## src/rtl/param_sync_fifo_pkg.sv

```systemverilog
// Shared FIFO helpers: occupancy/pointer sizing and explicit wrap-around pointer increment.
// Reused by both the synchronous FIFO and the future asynchronous variant.
package param_sync_fifo_pkg;

  // Operation applied to the FIFO on a clock edge: {pop, push}.
  typedef enum logic [1:0] {
    OP_IDLE = 2'b00,
    OP_PUSH = 2'b01,
    OP_POP  = 2'b10,
    OP_BOTH = 2'b11
  } fifoOp_e;

  // Bits needed to hold an occupancy of 0..depth inclusive.
  function automatic int countWidth(input int depth);
    return $clog2(depth + 1);
  endfunction

  // Bits needed to address entries 0..depth-1.
  function automatic int ptrWidth(input int depth);
    return (depth > 1) ? $clog2(depth) : 1;
  endfunction

  // Non-power-of-two depths need an explicit wrap rather than masking.
  function automatic int ptrNext(input int ptr, input int depth);
    return (ptr == depth - 1) ? 0 : ptr + 1;
  endfunction

endpackage

```

## src/rtl/param_sync_fifo_mem.sv

```systemverilog
// FIFO storage: WIDTH x DEPTH register array, synchronous write, asynchronous read.
// Contents are deliberately not reset; validity is tracked by the pointer/count logic.
module param_sync_fifo_mem
  import param_sync_fifo_pkg::*;
#(
  parameter int WIDTH = 6,
  parameter int DEPTH = 4
) (
  input  logic                       clk,
  input  logic                       we,
  input  logic [ptrWidth(DEPTH)-1:0] wAddr,
  input  logic [WIDTH-1:0]           wData,
  input  logic [ptrWidth(DEPTH)-1:0] rAddr,
  output logic [WIDTH-1:0]           rData
);

  logic [WIDTH-1:0] store [DEPTH];

  always_ff @(posedge clk) begin
    if (we) begin
      store[wAddr] <= wData;
    end
  end

  assign rData = store[rAddr];

endmodule

```

## src/rtl/param_sync_fifo.sv

```systemverilog
// Single-clock show-ahead FIFO with occupancy count, programmable almost flags,
// one-cycle overflow/underflow pulses and optional empty-bypass.
module param_sync_fifo
  import param_sync_fifo_pkg::*;
#(
  parameter int WIDTH     = 6,
  parameter int DEPTH     = 4,
  parameter int AF_THRESH = DEPTH - 1,
  parameter int AE_THRESH = 1,
  parameter bit BYPASS    = 1'b1
) (
  input  logic                         clk,
  input  logic                         rst,
  input  logic                         wEn,
  input  logic [WIDTH-1:0]             dIn,
  input  logic                         rEn,
  output logic [WIDTH-1:0]             dOut,
  output logic                         full,
  output logic                         empty,
  output logic                         almostFull,
  output logic                         almostEmpty,
  output logic [countWidth(DEPTH)-1:0] count,
  output logic                         overflow,
  output logic                         underflow
);

  localparam int PTR_W = ptrWidth(DEPTH);
  localparam int CNT_W = countWidth(DEPTH);

  if (WIDTH < 1 || DEPTH < 2 || AF_THRESH < 1 || AF_THRESH > DEPTH ||
      AE_THRESH < 0 || AE_THRESH > DEPTH - 1) begin : gBadParams
    $error("param_sync_fifo: illegal WIDTH/DEPTH/threshold parameters");
  end

  logic [PTR_W-1:0] wrPtr;
  logic [PTR_W-1:0] rdPtr;
  logic [CNT_W-1:0] cnt;
  logic             ovfPulse;
  logic             unfPulse;

  logic             isFull;
  logic             isEmpty;
  logic             bypassNow;
  logic             wrAcc;
  logic             rdAcc;
  logic             memWe;
  logic             popHead;
  logic [WIDTH-1:0] memData;
  fifoOp_e          op;

  // Status decoded only from registered count, so no wEn/rEn path reaches full/empty.
  assign isFull  = (cnt == CNT_W'(DEPTH));
  assign isEmpty = (cnt == '0);

  // Acceptance; a bypassed pair is accepted but never touches storage or pointers.
  assign bypassNow = BYPASS && isEmpty && wEn && rEn;
  assign wrAcc     = wEn && (!isFull || rEn);
  assign rdAcc     = rEn && (!isEmpty || (BYPASS && wEn));
  assign memWe     = wrAcc && !bypassNow;
  assign popHead   = rdAcc && !bypassNow;
  assign op        = fifoOp_e'({popHead, memWe});

  param_sync_fifo_mem #(
    .WIDTH(WIDTH),
    .DEPTH(DEPTH)
  ) uMem (
    .clk  (clk),
    .we   (memWe),
    .wAddr(wrPtr),
    .wData(dIn),
    .rAddr(rdPtr),
    .rData(memData)
  );

  always_ff @(posedge clk) begin
    if (!rst) begin
      wrPtr    <= '0;
      rdPtr    <= '0;
      cnt      <= '0;
      ovfPulse <= 1'b0;
      unfPulse <= 1'b0;
    end else begin
      if (memWe) begin
        wrPtr <= PTR_W'(ptrNext(int'(wrPtr), DEPTH));
      end
      if (popHead) begin
        rdPtr <= PTR_W'(ptrNext(int'(rdPtr), DEPTH));
      end
      case (op)
        OP_PUSH: cnt <= cnt + 1'b1;
        OP_POP:  cnt <= cnt - 1'b1;
        default: cnt <= cnt;
      endcase
      ovfPulse <= wEn && isFull && !rEn;
      unfPulse <= rEn && isEmpty && !(BYPASS && wEn);
    end
  end

  // Head is shown ahead; an empty FIFO presents zeros unless passing dIn through.
  always_comb begin
    dOut = memData;
    if (bypassNow) begin
      dOut = dIn;
    end else if (isEmpty) begin
      dOut = '0;
    end
  end

  assign full        = isFull;
  assign empty       = isEmpty;
  assign almostFull  = (cnt >= CNT_W'(AF_THRESH));
  assign almostEmpty = (cnt <= CNT_W'(AE_THRESH));
  assign count       = cnt;
  assign overflow    = ovfPulse;
  assign underflow   = unfPulse;

endmodule

```

## config.mk

```make
export PLATFORM = sky130hd
export DESIGN_NAME = param_sync_fifo
export DESIGN_NICKNAME = d
export VERILOG_FILES = /design/src/rtl/param_sync_fifo_pkg.sv /design/src/rtl/param_sync_fifo_mem.sv /design/src/rtl/param_sync_fifo.sv
export SDC_FILE = /design/constraint.sdc
export NUM_CORES = 1
export LEC_CHECK = 0
export ABC_AREA = 1
export CORE_MARGIN = 10
export CORE_UTILIZATION = 50
export CTS_BUF_LIST = sky130_fd_sc_hd__clkbuf_2 sky130_fd_sc_hd__clkbuf_4 sky130_fd_sc_hd__clkbuf_8
export CTS_CLUSTER_DIAMETER = 30
export CTS_CLUSTER_SIZE = 30
export DETAILED_ROUTE_END_ITERATION = 7
export MAX_ROUTING_LAYER = met4
export PLACE_DENSITY_LB_ADDON = 0.15
export SYNTH_ARGS = -nofsm -noshare
export SYNTH_HDL_FRONTEND = slang
export SYNTH_HIERARCHICAL = 1
export SYNTH_SLANG_ARGS = --single-unit
```

## constraint.sdc

```tcl
create_clock -name clk -period 2.75 [get_ports clk]
set_input_delay 0.275 -clock clk [delete_from_list [all_inputs] [get_ports clk]]
set_output_delay 0.275 -clock clk [all_outputs]
set_load 0.01 [all_outputs]
```

==> reports/metrics.cfg, run 1 <==
[power_and_ir_drop]
total_switching_power_mw=0.700
p_sw_share_pct=38.4
power.leakage_nw=0.961
pwr-share-seq_pct=37.2
vdd_drop_max_mv=0.519
share_comb_of_total_power_pct=49.1
clkPwrFrac_pct=13.6
power.internal_mw=1.12
cellPowerDensity_mw_per_mm2=894

[setup_path]
r2r_setup_slk_ns=0.92
worstPathMaxFanout=6
slowest_library_cell_on_the_worst_path=clkdlybuf4s50_1
most_prevalent_standard_cell_on_the_critical_path=inv_1
timing.critical_path.from=count[1]$_SDFFE_PN0P_
timing.critical_path.slowest_cell_delay_ns=0.53
critical_path.cell_chain=inv_1, ha_2, nand3_4, inv_1, nand3_1, nand2_1, clkdlybuf4s50_1
worstSetupPathType=reg -> out
start_kind=register
crit_path_end_kind=output port
r2r-start=count[1]$_SDFFE_PN0P_
required_time_of_the_critical_path_ns=2.48
crit_arrival_ns=2.17
worst_path_dominant_cell_family=buffers and inverters
critPathBufInv=3

[finish]
number_of_nets_in_the_layout=243
layout.cells.most_common_list=50 x nand2_1, 40 x inv_1, 24 x clkdlybuf4s50_1, 24 x edfxtp_1, 19 x nand3_1
num_antenna_cells=0
fillerInstances=309
layout_commonest_cell=nand2_1
layout-drive-gt1-share_pct=8.89
area_growth_syn_to_layout_pct=21.0

[clock_tree]
h-tree-depth=2
worst_setup_hold_path_clk_slew_ns=0.09
clock_sink_count=33
post_cts_buffers=0
cts_buffers=5
cts_tree=built
number_of_buffers_between_clock_root_and_the_deepest_sink=2
insertion_delay_ns=0.33
root_buffer=clkbuf_4

[logic_synthesis]
yosysSeqAreaShare_pct=53.5
synth_nets=210
synth_cell_types=20
synth-warning-count=6
syn_area_sq_mm=0.00168
post_synth.cell_area_avg_sq_um=8.77
post_synth_inst_count=192
synth_seq_cells=33

[timing]
worst-slew-pin-transition_ns=0.447
hold_violations=0
fmax_mhz=408
slew-limit-headroom_pct=70.1
setup_total_negative_slack_ns=0
post-route-min-period_ns=2.45
setup_viol=0
post_route_clock_period_utilization_pct=89.1
finalMaxSlewViolations=0
fin_worst_skew_ns=0.00415
whs_ns=0.586
grt_setup_unrepaired=false

[flow_run]
drv.max_cap_violation_count=0

[floorplan]
die_width_um=78.0
fp.coreArea_sq_mm=0.00328
num_io_pins=25
initial_cell_density_of_the_core_pct=51.3
design.die.area_sq_mm=0.00609
chipHeight_um=78.0
placementRows=21

[global_routing]
grt_pass1_vias=1392
grt_max_degree=16
grt_usage_pct=13.0
initial_antenna_violation_count=0
gr-total-overflow=0
wire_length_of_the_first_global_routing_pass_um=6150

[route]
post_drt_wl_per_cell_um=13.3
post_drt_via_cell_ratio=4.85
drt_pass1_iterations=4
ant_nets=0
drt-initial-drc-count=68
drt_wl_total_um=3600
post-route-drc-count=0
dr_total_vias=1313

[place]
gpl.final_weighted_congestion=0.772
io_buffer_count=24
hpwlAfterDp_um=2700

[min_path]
worstHoldStart=wrPtr[0]$_SDFFE_PN0P_
holdCritPathClass=reg -> reg

[run_status]
outcome=complete, no violations

Yosys cell counts:
cell / n / area, sq um
nor2_1: 16 / 60.1
ha_1: 8 / 100
buf_4: 1 / 7.51
nand2_1: 50 / 188
nand3_1: 19 / 95.1
o21ai_0: 5 / 25.0
buf_6: 1 / 11.3
nand2_2: 1 / 6.26
clkinv_2: 1 / 5.00
inv_1: 40 / 150
a21oi_1: 3 / 15.0
nand3_2: 1 / 10.0
nand2_4: 1 / 11.3
dfxtp_1: 9 / 180
nor3_1: 5 / 25.0
xor2_1: 2 / 17.5
nand3_4: 2 / 35.0
edfxtp_1: 24 / 721
clkbuf_8: 1 / 13.8
inv_2: 2 / 7.51
worst register-to-register path, cell delays in order (launching register included):
cell      delay [ns]
dfxtp_1         0.34
inv_1           0.16
ha_2            0.31
nand2_4         0.12
nand2_2         0.10
clkinv_2        0.07
ha_1            0.34
o21ai_0         0.19
nand2_1         0.07
nor2_1          0.08
logic make-up after synthesis:
| group | count (synthesis) | synth area share, % |
|---|---|---|
| adders and majority gates | 8 | 5.94 |
| buffers and inverters | 46 | 11.6 |
| xor gates and xnor gates | 2 | 1.04 |
| AOI/OAI and AO/OA | 8 | 2.38 |
| DFF | 33 | 53.5 |
| and+or+nand+nor | 95 | 25.6 |
power groups by stage:
| stage | Combinational, mW | Sequential, mW | Clock [mW] |
|---|---|---|---|
| 6_report | 0.896 | 0.679 | 0.248 |
| 5_1_grt | 1.01 | 0.691 | 0.279 |
| 4_1_cts | 0.910 | 0.681 | 0.258 |
| 3_5_place_dp | 0.904 | 0.692 | 0 |
| 3_3_place_gp | 0.877 | 0.687 | 0 |
| 2_1_floorplan | 0.525 | 0.690 | 0 |
per-layer routing:
metal  up-vias  track usage [%]  routed length, um
met5         -                -                  0
met1       606             12.7               1460
li1        664                -                  -
met3        11             4.67                172
met4         0             4.66                 84
met2        32             23.2               1890
path summary, 6_finish.rpt:
check,cells after the start,end
hold reg to reg,4,wrPtr[0]$_SDFFE_PN0P_
setup reg to reg,9,count[2]$_SDFFE_PN0P_
hold / removal,4,wrPtr[0]$_SDFFE_PN0P_
setup / recovery,7,dOut[2]
stage by stage:
stage / power (mW) / instance area, sq um / cells / setup WS (ns) / utilization (%)
floorplan: 1.22 / 1680 / 192 / 0.735 / -
global placement: 1.56 / 1990 / 264 / 0.584 / 60.5
detailed placement: 1.60 / 1990 / 264 / 0.551 / 60.5
CTS: 1.85 / 2040 / 271 / 0.192 / 62.0
global route: 1.98 / 2040 / 271 / 0.0796 / 62.1
finish: 1.82 / 2040 / 271 / 0.300 / 62.1
final cells by class:
class                   count  area [sq um]  area share (%)
flip-flops and latches     33           901            44.2
clock buffers               6          45.0            2.21
inverters                  43           163            7.98
repair buffers             29           278            13.6
clock inverters             1          3.75           0.184
multi-input cells         113           591            29.0
well taps                  46          57.6            2.82
sequential cells by signal (all words and copies together) (netlist names):
register	count
uMem/store	24
wrPtr	2
overflow	1
rdPtr	2
count	3
underflow	1
timing repair:
| action | 4_1_cts | 5_1_grt |
|---|---|---|
| hold buffers | 0 | 0 |
| setup endpoints to repair | 0 | 1 |
| resized for setup | 0 | 1 |
No activity file was read; power rests on OpenSTA's default activity.
==> run 2: changes to the inputs <==
CORE_UTILIZATION = 55   (was 50)
==> reports/metrics.cfg, run 2 (synthesized netlist as in run 1, its figures left out) <==
[finish]
area_growth_syn_to_layout_pct=19.9
layout-drive-gt1-share_pct=8.44  ; -0.44 points
number_of_nets_in_the_layout=243  ; unchanged
fillerInstances=242  ; -22%
finish.instance_area_sq_mm=0.00202  ; -0.92%
layout_commonest_cell=nand2_1
registers.top_by_ff_count=uMem/store
num_antenna_cells=0  ; unchanged
layout.cells.most_common_list=50 x nand2_1, 40 x inv_1, 24 x clkdlybuf4s50_1, 24 x edfxtp_1, 19 x nand3_1
largest_register_ff_count=24  ; unchanged

[timing]
setup_viol=0  ; unchanged
worst-slew-pin-transition_ns=0.448  ; +0.000963 ns
setup_total_negative_slack_ns=0  ; unchanged
grt_setup_unrepaired=false
fmax_mhz=404  ; -1.0%
slew-limit-headroom_pct=70.1  ; about the same
post_route_clock_period_utilization_pct=90.0  ; +0.92 points
fin_worst_skew_ns=0.00556  ; +0.00141 ns
finalMaxSlewViolations=0  ; unchanged
post-route-min-period_ns=2.48  ; +0.0254 ns
hold_violations=0  ; unchanged
worst_slack_ns=0.275  ; -0.0254 ns

[global_routing]
initial_antenna_violation_count=0  ; unchanged
grt_max_degree=16  ; unchanged
gr-total-overflow=0  ; unchanged
wire_length_of_the_first_global_routing_pass_um=5840  ; -5.2%
grt_pass1_vias=1290  ; -7.3%
grt_usage_pct=13.8  ; +0.80 points

[place]
io_buffer_count=24  ; unchanged
placedInstanceArea_sq_mm=0.00197  ; -0.82%
gpl.final_weighted_congestion=0.778  ; +0.78%
hpwlAfterDp_um=2740  ; +1.5%
dp_worst_slack_ns=0.576  ; +0.0247 ns

[setup_path]
crit_path_end_kind=output port
worstPathMaxFanout=6  ; unchanged
r2r_setup_slk_ns=0.85  ; -0.07 ns
crit_arrival_ns=2.20  ; +0.03 ns
start_kind=register
required_time_of_the_critical_path_ns=2.48  ; about the same
worstSetupPathType=reg -> out

[floorplan]
placementRows=20  ; -4.8%
fp.coreArea_sq_mm=0.00300  ; -8.6%
design.die.area_sq_mm=0.00568  ; -6.8%
initial_cell_density_of_the_core_pct=56.1  ; +4.8 points
chipHeight_um=75.3  ; -3.5%
die_width_um=75.3  ; -3.5%
num_io_pins=25  ; unchanged

[route]
drt-initial-drc-count=105  ; +54%
post_drt_wl_per_cell_um=13.8  ; +4.0%
dr_total_vias=1294  ; -1.4%
drt_wl_total_um=3560  ; -0.94%
post-route-drc-count=0  ; unchanged
ant_nets=0  ; unchanged
drt_pass1_iterations=4  ; unchanged
post_drt_via_cell_ratio=5.02  ; +3.5%

[clock_tree]
number_of_buffers_between_clock_root_and_the_deepest_sink=2  ; unchanged
h-tree-depth=2  ; unchanged
postCtsResizedCells=0  ; unchanged
post_cts_buffers=0  ; unchanged
insertion_delay_ns=0.32  ; about the same
root_buffer=clkbuf_4
post_cts_hold_buffer_count=0  ; unchanged
cts_buffers=5  ; unchanged
clock_sink_count=33  ; unchanged
cts_tree=built
worst_setup_hold_path_clk_slew_ns=0.08  ; about the same

[power_and_ir_drop]
power.leakage_nw=0.962  ; +0.12%
cellPowerDensity_mw_per_mm2=899  ; +0.52%
vdd_drop_max_mv=0.564  ; +8.7%
total_power_mw=1.82  ; -0.40%

[min_path]
holdCritPathClass=reg -> reg

[run_status]
outcome=complete, no violations

[flow_run]
drv.max_cap_violation_count=0  ; unchanged

==> run 2: changes by cell type in the layout (fill, tap and decap cells not counted) <==
| cell | delta |
|---|---|
| ha_1 | +1 |
| ha_2 | -1 |
==> run 2: cell type report <==
| cell class | instances | area (sq um) | share of cell area [%] |
|---|---|---|---|
| clock buffer | 6 | 45.0 | 2.23 |
| clock inverter | 1 | 3.75 | 0.186 |
| inverter | 43 | 163 | 8.05 |
| multi-input combinational | 113 | 588 | 29.1 |
| sequential | 33 | 901 | 44.6 |
| tap | 33 | 41.3 | 2.04 |
| timing repair buffer | 29 | 278 | 13.8 |
==> run 2: power breakdown <==
group          switching, mW  leakage [nW]  internal (mW)
Sequential            0.0639         0.293          0.617
Combinational          0.490         0.639          0.399
Clock                  0.143        0.0292          0.102
Total                  0.697         0.962           1.12
==> run 2: path summary, 6_finish.rpt <==
path / cells after the start / from / end
worst max-delay path: 7 / count[1]$_SDFFE_PN0P_ / dOut[1]
worst min register to register: 4 / wrPtr[1]$_SDFFE_PN0P_ / wrPtr[1]$_SDFFE_PN0P_
worst min-delay path: 4 / wrPtr[1]$_SDFFE_PN0P_ / wrPtr[1]$_SDFFE_PN0P_
worst max register to register: 9 / count[1]$_SDFFE_PN0P_ / count[2]$_SDFFE_PN0P_
==> run 2: stage by stage <==
step                instances  hold WS (ns)  util, %
CTS                       258         0.590     67.3
detailed placement        251         0.576     65.6
global placement          251         0.550     65.6
finish                    258         0.584     67.3
global route              258         0.606     67.3
floorplan                 192         0.374        -
==> run 2: critical path, stage by stage, from the launching register on <==
cell,delay [ns]
dfxtp_1,0.33
inv_1,0.15
ha_1,0.36
nand3_4,0.13
inv_1,0.19
nand3_1,0.09
nand2_1,0.09
clkdlybuf4s50_1,0.54
==> run 2: metal layers <==
| layer | vias up | GRT usage [%] | part of all wire [%] |
|---|---|---|---|
| li1 | 662 | - | - |
| met1 | 599 | 14.8 | 41 |
| met2 | 29 | 23.6 | 52 |
| met3 | 4 | 4.69 | 5.7 |
| met4 | 0 | 4.12 | 0.98 |
| met5 | - | - | 0 |
==> run 3: changes to the inputs <==
CORE_ASPECT_RATIO = 1.5   (was default)
==> reports/metrics.cfg, run 3 (synthesized netlist as in run 1, its figures left out) <==
[timing]
slew-limit-headroom_pct=70.6  ; +0.49 points
whs_ns=0.577  ; -0.00705 ns
fin_worst_skew_ns=0.00597  ; +0.000407 ns
worst-slew-pin-transition_ns=0.440  ; -0.00728 ns
hold_violations=0  ; unchanged
post_route_clock_period_utilization_pct=90.2  ; +0.24 points
setup_total_negative_slack_ns=0  ; unchanged
fmax_mhz=403  ; -0.27%
post-route-min-period_ns=2.48  ; +0.00659 ns
setup_viol=0  ; unchanged
grt_setup_unrepaired=false
worst_slack_ns=0.268  ; -0.00659 ns
finalMaxSlewViolations=0  ; unchanged

[flow_run]
drv.max_cap_violation_count=0  ; unchanged

[power_and_ir_drop]
vdd_drop_max_mv=0.823  ; +46%
cellPowerDensity_mw_per_mm2=984  ; +9.5%
total_power_mw=2.07  ; +14%
power.leakage_nw=0.994  ; +3.4%

[finish]
largest_register_ff_count=24  ; unchanged
finish.instance_area_sq_mm=0.00210  ; +3.9%
registers.top_by_ff_count=uMem/store
final_core_util_pct=72.0  ; +4.8 points
finalNonFillerCells=265  ; +2.7%
num_antenna_cells=0  ; unchanged
number_of_nets_in_the_layout=243  ; unchanged
layout.cells.most_common_list=50 x nand2_1, 40 x inv_1, 24 x clkdlybuf4s50_1, 24 x edfxtp_1, 19 x nand3_1
area_growth_syn_to_layout_pct=24.6
layout-drive-gt1-share_pct=9.29  ; +0.85 points
layout_commonest_cell=nand2_1
fillerInstances=236  ; -2.5%

[clock_tree]
insertion_delay_ns=0.29  ; -0.03 ns
worst_setup_hold_path_clk_slew_ns=0.07  ; about the same
post_cts_hold_buffer_count=0  ; unchanged
number_of_buffers_between_clock_root_and_the_deepest_sink=2  ; unchanged
cts_buffers=5  ; unchanged
cts_tree=built
post_cts_buffers=0  ; unchanged
clock_sink_count=33  ; unchanged
root_buffer=clkbuf_8
postCtsResizedCells=0  ; unchanged
h-tree-depth=2  ; unchanged

[route]
post-route-drc-count=0  ; unchanged
ant_nets=0  ; unchanged
drt-initial-drc-count=59  ; -44%
post_drt_wl_per_cell_um=14.6  ; +6.0%
dr_total_vias=1358  ; +4.9%
post_drt_via_cell_ratio=5.12  ; +2.2%
drt_wl_total_um=3880  ; +8.9%
drt_pass1_iterations=4  ; unchanged

[global_routing]
grt_pass1_vias=1416  ; +9.8%
wire_length_of_the_first_global_routing_pass_um=6290  ; +7.7%
grt_usage_pct=14.8  ; +1.0 points
gr-total-overflow=0  ; unchanged
initial_antenna_violation_count=0  ; unchanged
grt_max_degree=17  ; +1

[setup_path]
crit_arrival_ns=2.21  ; about the same
crit_path_end_kind=output port
worstPathMaxFanout=6  ; unchanged
start_kind=register
worstSetupPathType=reg -> out
required_time_of_the_critical_path_ns=2.48  ; about the same

[floorplan]
chipHeight_um=87.8  ; +17%
num_io_pins=25  ; unchanged
fp.coreArea_sq_mm=0.00291  ; -3.0%
initial_cell_density_of_the_core_pct=57.8  ; +1.7 points
die_width_um=65.2  ; -13%
design.die.area_sq_mm=0.00572  ; +0.80%
placementRows=24  ; +20%

[place]
gpl.final_weighted_congestion=0.912  ; +17%
placed_cells_incl_taps=257  ; +2.4%
dp_worst_slack_ns=0.568  ; -0.00826 ns
placedInstanceArea_sq_mm=0.00198  ; +0.38%
hpwlAfterDp_um=2960  ; +7.9%
io_buffer_count=24  ; unchanged

[min_path]
holdCritPathClass=reg -> reg

[run_status]
outcome=complete, no violations

run 3: layout make-up:
class	count	area (sq um)	area share (%)
Multi-Input combinational cell	113	588	28.0
Clock inverter	1	30.0	1.43
Clock buffer	7	90.1	4.29
Inverter	43	163	7.75
Tap cell	39	48.8	2.33
Timing Repair Buffer	29	278	13.2
Sequential cell	33	901	42.9
run 3: power by group:
group          leakage [nW]  internal [mW]  switching (mW)  total [mW]
Clock                0.0619          0.305           0.175       0.480
Combinational         0.639          0.400           0.508       0.908
Sequential            0.293          0.618          0.0590       0.677
run 3: routing by layer:
layer	GRT usage [%]	part of all wire [%]
met1	12.9	38
met2	27.8	55
met3	3.71	4.0
met4	8.20	2.8
met5	-	0
run 3: critical path, cell delays in order (launching register included):
cell	delay [ns]
dfxtp_1	0.32
inv_1	0.15
ha_1	0.37
nand3_4	0.13
inv_1	0.20
nand3_1	0.11
nand2_1	0.08
clkdlybuf4s50_1	0.54
run 3: path summary, 6_finish.rpt:
kind                              start               endpoint  slack, ns  cells past startpoint
setup reg to reg  count[1]$_SDFFE_PN0P_  count[2]$_SDFFE_PN0P_       0.83                      9
hold reg to reg   wrPtr[1]$_SDFFE_PN0P_  wrPtr[1]$_SDFFE_PN0P_       0.58                      4
setup / recovery  count[1]$_SDFFE_PN0P_                dOut[5]       0.27                      7
hold / removal    wrPtr[1]$_SDFFE_PN0P_  wrPtr[1]$_SDFFE_PN0P_       0.58                      4
